File: src/rtl/qs_sort_bank.sv
// qs_sort_bank: streaming sort bank.
// Loads a batch of 1..N words into a register array and pads the unused tail.
// Sorts the array in place with N phases of odd-even transposition, then
// streams the first cnt entries out in sorted order.
module qs_sort_bank #(
    parameter int N      = 16,
    parameter int W      = 32,
    parameter int ASCEND = 1
) (
    input  logic         clk,
    input  logic         rst,
    input  logic         in_vld,
    input  logic [W-1:0] in_dat,
    input  logic         in_last,
    output logic         in_rdy,
    output logic         out_vld,
    output logic [W-1:0] out_dat,
    output logic         out_last,
    input  logic         out_rdy,
    output logic         busy
);

    localparam int CNT_W = $clog2(N + 1);
    localparam int IDX_W = $clog2(N);

    // Pad must sort to the tail: all-ones when ascending, all-zeros when descending.
    localparam logic [W-1:0] PAD = (ASCEND != 0) ? {W{1'b1}} : {W{1'b0}};

    typedef enum logic [1:0] {
        S_LOAD   = 2'd0,
        S_SORT   = 2'd1,
        S_UNLOAD = 2'd2
    } state_t;

    state_t             state_q, state_d;
    logic [CNT_W-1:0]   cnt_q, cnt_d;
    logic [IDX_W-1:0]   idx_q, idx_d;
    logic [IDX_W-1:0]   p_q, p_d;
    logic [W-1:0]       arr_q [N];
    logic [W-1:0]       arr_d [N];

    logic               in_acc_s;
    logic               load_done_s;
    logic               sort_done_s;
    logic               out_acc_s;
    logic               at_last_s;

    // True when the pair (a, b) is out of order for the configured direction.
    // Equal words are never reported, so they are never swapped.
    function automatic logic out_of_order(input logic [W-1:0] a, input logic [W-1:0] b);
        if (ASCEND != 0) begin
            return (a > b);
        end else begin
            return (a < b);
        end
    endfunction

    assign in_acc_s    = (state_q == S_LOAD) & in_vld;
    // The N-th accepted word closes the batch even without in_last.
    assign load_done_s = in_acc_s & (in_last | (cnt_q == CNT_W'(N - 1)));
    assign sort_done_s = (state_q == S_SORT) & (p_q == IDX_W'(N - 1));
    assign out_acc_s   = (state_q == S_UNLOAD) & out_rdy;
    assign at_last_s   = (CNT_W'(idx_q) == (cnt_q - CNT_W'(1)));

    // State register with synchronous reset.
    always_ff @(posedge clk) begin
        if (rst) begin
            state_q <= S_LOAD;
        end else begin
            state_q <= state_d;
        end
    end

    // Next-state logic: LOAD -> SORT -> UNLOAD -> LOAD.
    always_comb begin
        state_d = state_q;
        case (state_q)
            S_LOAD: begin
                if (load_done_s) begin
                    state_d = S_SORT;
                end else begin
                    state_d = S_LOAD;
                end
            end
            S_SORT: begin
                if (sort_done_s) begin
                    state_d = S_UNLOAD;
                end else begin
                    state_d = S_SORT;
                end
            end
            S_UNLOAD: begin
                if (out_acc_s && at_last_s) begin
                    state_d = S_LOAD;
                end else begin
                    state_d = S_UNLOAD;
                end
            end
            default: state_d = S_LOAD;
        endcase
    end

    // Output decode, driven only by registered state so every output is glitch-free.
    always_comb begin
        in_rdy   = 1'b0;
        out_vld  = 1'b0;
        out_last = 1'b0;
        busy     = 1'b0;
        out_dat  = {W{1'b0}};
        case (state_q)
            S_LOAD: begin
                in_rdy = 1'b1;
            end
            S_SORT: begin
                busy = 1'b1;
            end
            S_UNLOAD: begin
                busy     = 1'b1;
                out_vld  = 1'b1;
                out_last = at_last_s;
                out_dat  = arr_q[idx_q];
            end
            default: begin
                in_rdy = 1'b0;
            end
        endcase
    end

    // Batch length, unload index and sort phase for the next cycle.
    always_comb begin
        cnt_d = cnt_q;
        idx_d = idx_q;
        p_d   = p_q;
        case (state_q)
            S_LOAD: begin
                idx_d = {IDX_W{1'b0}};
                p_d   = {IDX_W{1'b0}};
                if (in_acc_s) begin
                    cnt_d = cnt_q + CNT_W'(1);
                end else begin
                    cnt_d = cnt_q;
                end
            end
            S_SORT: begin
                if (sort_done_s) begin
                    p_d = {IDX_W{1'b0}};
                end else begin
                    p_d = p_q + IDX_W'(1);
                end
            end
            S_UNLOAD: begin
                if (out_acc_s && at_last_s) begin
                    cnt_d = {CNT_W{1'b0}};
                    idx_d = {IDX_W{1'b0}};
                end else if (out_acc_s) begin
                    idx_d = idx_q + IDX_W'(1);
                end else begin
                    idx_d = idx_q;
                end
            end
            default: begin
                cnt_d = {CNT_W{1'b0}};
                idx_d = {IDX_W{1'b0}};
                p_d   = {IDX_W{1'b0}};
            end
        endcase
    end

    // Counter registers; a reset discards any partial batch.
    always_ff @(posedge clk) begin
        if (rst) begin
            cnt_q <= {CNT_W{1'b0}};
            idx_q <= {IDX_W{1'b0}};
            p_q   <= {IDX_W{1'b0}};
        end else begin
            cnt_q <= cnt_d;
            idx_q <= idx_d;
            p_q   <= p_d;
        end
    end

    // Array update: write accepted words plus tail padding while loading;
    // one compare-exchange phase per cycle while sorting.
    always_comb begin
        for (int i = 0; i < N; i++) begin
            arr_d[i] = arr_q[i];
        end
        case (state_q)
            S_LOAD: begin
                if (in_acc_s) begin
                    for (int i = 0; i < N; i++) begin
                        if (CNT_W'(i) == cnt_q) begin
                            arr_d[i] = in_dat;
                        end else if (load_done_s && (CNT_W'(i) > cnt_q)) begin
                            arr_d[i] = PAD;
                        end else begin
                            arr_d[i] = arr_q[i];
                        end
                    end
                end else begin
                    arr_d[0] = arr_q[0];
                end
            end
            S_SORT: begin
                // Pairs starting at an index with the phase parity are disjoint.
                for (int i = 0; i < N - 1; i++) begin
                    if ((i[0] == p_q[0]) && out_of_order(arr_q[i], arr_q[i+1])) begin
                        arr_d[i]   = arr_q[i+1];
                        arr_d[i+1] = arr_q[i];
                    end else begin
                        arr_d[i] = arr_d[i];
                    end
                end
            end
            default: begin
                arr_d[0] = arr_q[0];
            end
        endcase
    end

    // Array storage; contents are don't-care after reset, so no reset term.
    always_ff @(posedge clk) begin
        for (int i = 0; i < N; i++) begin
            arr_q[i] <= arr_d[i];
        end
    end

endmodule

File: config.mk
export PLATFORM = sky130hd
export DESIGN_NAME = qs_sort_bank
export DESIGN_NICKNAME = d
export VERILOG_FILES = /design/src/rtl/qs_sort_bank.sv
export SDC_FILE = /design/constraint.sdc
export NUM_CORES = 2
export LEC_CHECK = 0
export BUFFER_PORTS_ARGS = -buffer_cell sky130_fd_sc_hd__buf_4
export CAP_MARGIN = 25
export CORE_ASPECT_RATIO = 1.4
export CORE_MARGIN = 5
export CORE_UTILIZATION = 51
export CTS_BUF_LIST = sky130_fd_sc_hd__clkbuf_16
export DETAILED_ROUTE_END_ITERATION = 7
export PLACE_DENSITY = 0.73
export REMOVE_ABC_BUFFERS = 1
export SLEW_MARGIN = 20
export SYNTH_ARGS = -nofsm -noshare
export SYNTH_HDL_FRONTEND = slang
export SYNTH_SLANG_ARGS = --single-unit
File: constraint.sdc
create_clock -name clk -period 9.6 [get_ports clk]
set_input_delay 1.44 -clock clk [delete_from_list [all_inputs] [get_ports clk]]
set_output_delay 1.44 -clock clk [all_outputs]
set_load 0.01 [all_outputs]
After elaboration in Yosys (flattened, before gate mapping) --
Memory sizes are Yosys's and may differ from the RTL's. A register that Yosys moved wholly into a read port is not among the register bits. Index checks and enable logic that the tools add are counted.
Storage, ports and cells: bits in writable memories 512, register bits 15, input port bits 37, word-level logic and storage cells 207, output and inout port bits 36, memories kept 1
Operators by class: add/sub/neg operators 4, mux-type cells 100, reductions and logical operators 37, bitwise logic cells 7, $lt $le $gt $ge 31, equality and inequality tests 23
Memories:
- arr_q | words 16, bits a word 32, rd ports 17, clocked after memory_dff 1, wr ports 16, line 39 | logic [W-1:0] arr_q [N];
Operators by type and width (number):
- two-way mux 32 bit | 64
- one-hot mux 480 bit (2 select lines) | 1
- greater-than comparator 32 bit | 15
- two-way mux 480 bit | 1
- one-hot mux 32 bit (2 select lines) | 1
- equality test 4 x 5 -> 1 bit, first input constant | 8
- greater-than comparator 4 x 5 -> 1 bit, first input constant | 8
- logical AND 1 bit | 32
- equality test 3 x 5 -> 1 bit, first input constant | 4
- greater-than comparator 3 x 5 -> 1 bit, first input constant | 4
- two-way mux 1 bit | 20
- two-way mux 4 bit | 5
- one-hot mux 4 bit (2 select lines) | 2
- one-hot mux 5 bit (3 select lines) | 1
- equality test 2 x 5 -> 1 bit, first input constant | 2
- greater-than comparator 1 x 5 -> 1 bit, first input constant | 2
- greater-than comparator 2 x 5 -> 1 bit, first input constant | 2
- two-way mux 5 bit | 2
- adder 4 x 1 -> 4 bit, second input constant | 2
- one-hot mux 2 bit (3 select lines) | 1
- adder 5 x 1 -> 5 bit, second input constant | 1
- equality test 1 x 5 -> 1 bit, first input constant | 1
- equality test 4 x 5 -> 1 bit | 1
- equality test 5 x 4 -> 1 bit, second input constant | 1
- 16 further kinds | 21

Logic depth before layout (Yosys ltp) --
depth after elaboration 8, depth in mapped cells 11, depth with buffers taken out 9

Worst setup path after synthesis --
No wires, ideal clock.
path kind reg-to-reg, start point memory arr_q[12][31], end point memory arr_q[13][0], enable pin, setup slack 5.214 ns, setup time 0.441 ns, required time 9.159 ns, cell stages (with the launch flop) 9, arrival time 3.945 ns, period minus slack after synthesis 4.386 ns, path buffers 1, cell sequence edfxtp_1 > ha_1 > nand3_1 > nor4_2 > or4b_1 > a31oi_1 > a21oi_2 > buf_2 > a31oi_1
RTL lines (line):
- start, declared | 39

==> impl_metrics.toml <==
[grt]
grt_pass1_vias = 32700
grt_max_degree = 143
grt_overflow = 0
grt_first_pass_wirelength_um = 193000
grt_usage_pct = 27.2
grt_antenna_before_repair = 3

[setup_path]
cp_num_cells = 6
slowest_delay_ps = 770
worstSetupPathType = "register to primary output"
reg2regPathDepth = 9
end_kind = "primary output"
slowest_stage = "dfxtp_4"
worstPathRequired_ps = 8160
crit_path_frequent_cell = "buf_4"
arrival_ps = 4340
crit_chain = "buf_4 > buf_4 > mux4_2 > mux4_2 > and2_1 > buf_4"
cp_max_fo = 44
cp_top_family = "buffers and inverters"
startpoint_type = "register"
crit_buf_inv = 3

[logic_synthesis]
synth-edff-count = 512
ys.flop_type = "edfxtp_1"
synth_seq_cells = 531
synth_cells = 3869
syn-cell-area_um2 = 42800
yosysWarnings = 0
ys_seq_area_share_pct = 36.8
async_flop_share_pct = 0
syn_area_per_cell_um2 = 11.1
synth_cell_type_count = 70

[clocking]
clock-sinks = 531
root_buffer = "clkbuf_16"
clockBufferDepth = 3
hold_buffers = 0
cts_tree = "done"
postCtsSetupBuffers = 0
clk_latency_ps = 640
clkSlewWorstSetupHoldPaths_ps = 60
htreeDepth = 2
cts_resized = 0
numCtsBuffers = 54

[floorplanning]
die_y_um = 353
io_pins = 73
initial_core_util_pct = 51.4
die_w_um = 255
dieArea_um2 = 89900
rows = 125
core_area_um2 = 83200

[run]
max_cap_violations = 0

[placement]
placed_area_um2 = 44400
port_buffers = 72
globalplace.congestion = 0.913
dp.cells = 4846
place_hpwl_um = 95400

[finish]
n_antenna_cell = 0
fillers = 7117
utilization_pct = 55.3
fin_nets = 4352
fin_cells = 4942
fin_area_um2 = 46000
drive_gt1_share_pct = 12.3
areaGrowthSynthToFinish_pct = 7.54
multi_input_area_um2 = 24200
seq_area_um2 = 15800

[routing]
drt_iter0_markers = 3700
drc_errors = 0
drt_wl_total_um = 126000
drt_pass1_iterations = 6
drt-vias-per-instance = 6.71
postRouteAntennaNets = 0
vias = 33200
drt-wirelength-per-cell_um = 25.5

[sta]
clock-skew-final_ps = 24.4
fin_tns_setup_ps = 0
period_minus_slack_ps = 5780
worst_pin_slew_ps = 1060
rsz0062_at_grt = "no"
fmax_mhz = 173
finalSetupViolCount = 0
hold_viol = 0
slew_viol_final = 0
relSlewSlack_pct = 29.1
period_share_pct = 60.3

[pwr]
p_total_mw = 5.60
ir_worst_vdd_v = 0.000153
powerDensity_nw_per_um2 = 122
p_leak_nw = 20.6

[hold_path]
worst_hold_path.num_cells = 2
min_path_type = "register to register"

[run_status]
status = "finished clean"
==> cell usage in the layout (no fill, tap or decap), types with 7 or more instances in the layout <==
master     Yosys  final
o21ai_0       56     56
mux4_2       160    160
nand2_1       96     96
a21oi_1      199    197
a211oi_1      23     23
nor2b_1       18     18
a31oi_4        2     17
clkbuf_16      0     55
nand4_1      115    115
a22oi_1      489    489
mux2i_1      449    449
clkinv_1       0     15
o211ai_1      17     17
dfxtp_1       19     15
nor3_1        26     26
a22oi_2       29     29
nor2_2         0      9
a221oi_1      10     10
ha_1         491    489
nor2_1        74     63
inv_1        500    511
or4b_1         7      7
buf_4         15    157
clkinv_2       0     10
nor4_1        12     12
and3_1        11     10
a2111oi_0     14     14
a31oi_1       28     13
edfxtp_1     512    512
and2_1        37     36
nand3_1       74     74
nor4b_1        7      7
a21o_1        45     45
or4_1         11     11
==> report_power, final <==
group          leakage (nW)  internal (mW)  switching, mW
Sequential             3.70           2.62         0.0783
Combinational          16.1          0.292          0.523
Clock                 0.846           1.11          0.976
==> sequential cells by signal (all words and copies together), names as in the netlist, named ones only <==
signal	flops
cnt_q	5
arr_q	512
idx_q	4
state_q	2
p_q	4
==> per-layer routing <==
layer	wire length [um]	vias up	global-route usage [%]	part of all wire (%)
met5	13	-	0	0.010
met4	7280	2	13.2	5.8
met2	60600	1481	44.3	48
met1	48800	16500	35.3	39
li1	-	14900	-	-
met3	9460	264	4.40	7.5
==> final timing paths <==
| check | startpoint | to | slack [ps] |
|---|---|---|---|
| setup / recovery | register | out_dat[20] | 3820 |
| hold / removal | p_q[2] | p_q[2] | 510 |
| setup reg to reg | arr_q[2][10] | arr_q[2][24] | 5360 |
| hold reg to reg | p_q[2] | p_q[2] | 510 |
==> synth_stat cells, types with 15 or more instances <==
cell type  number  area share (%)
a31oi_1        28            0.41
ha_1          491              14
nor2_1         74            0.65
nor3_1         26            0.30
nand3_1        74            0.87
clkbuf_1      181             1.6
buf_2          21            0.25
nor2b_1        18            0.26
inv_1         500             4.4
a22oi_2        29            0.85
dfxtp_1        19            0.89
nand4_1       115             1.7
buf_6          27            0.71
a22oi_1       489             8.6
mux4_2        160             8.4
mux2i_1       449              11
edfxtp_1      512              36
a21o_1         45            0.79
a211oi_1       23            0.40
o21ai_0        56            0.65
o211ai_1       17            0.30
buf_4          15            0.26
nand2_1        96            0.84
and2_1         37            0.54
a21oi_1       199             2.3
==> kinds of logic (layout without fill, tap and decap cells) <==
group | after synthesis | count (layout) | share of synthesized area [%]
xor gates and xnor gates | 10 | 10 | 0.205
adders and majority gates | 491 | 491 | 14.4
buffers and inverters | 761 | 755 | 7.50
DFF | 531 | 531 | 36.8
AOI/OAI and AO/OA | 960 | 960 | 15.8
and+or+nand+nor | 507 | 507 | 6.37
muxes | 609 | 609 | 18.9
==> area by class of cell <==
cell class              instances  area share [%]
multi-input cells            2577            52.5
flip-flops and latches        531            34.3
inverters                     500            4.08
clock buffers                  55            2.99
well taps                    1079            2.93
repair buffers                160            2.71
clock inverters                40           0.536
==> tightest hold or removal path: cells and delay by family, from the launching register on <==
kind	cells	cell delay (ps)
AO/OA/AOI/OAI	1	50
flip-flops	1	350
AND/OR/NAND/NOR	1	70
==> per-stage QoR <==
step / hold WS (ps) / setup WS, ps
after CTS: 512 / 3740
after global placement: 491 / 4480
after floorplan: 465 / -8210
after global routing: 558 / 3510
final: 512 / 3820
after detailed placement: 498 / 4420
(Power assumes the default switching activity.)
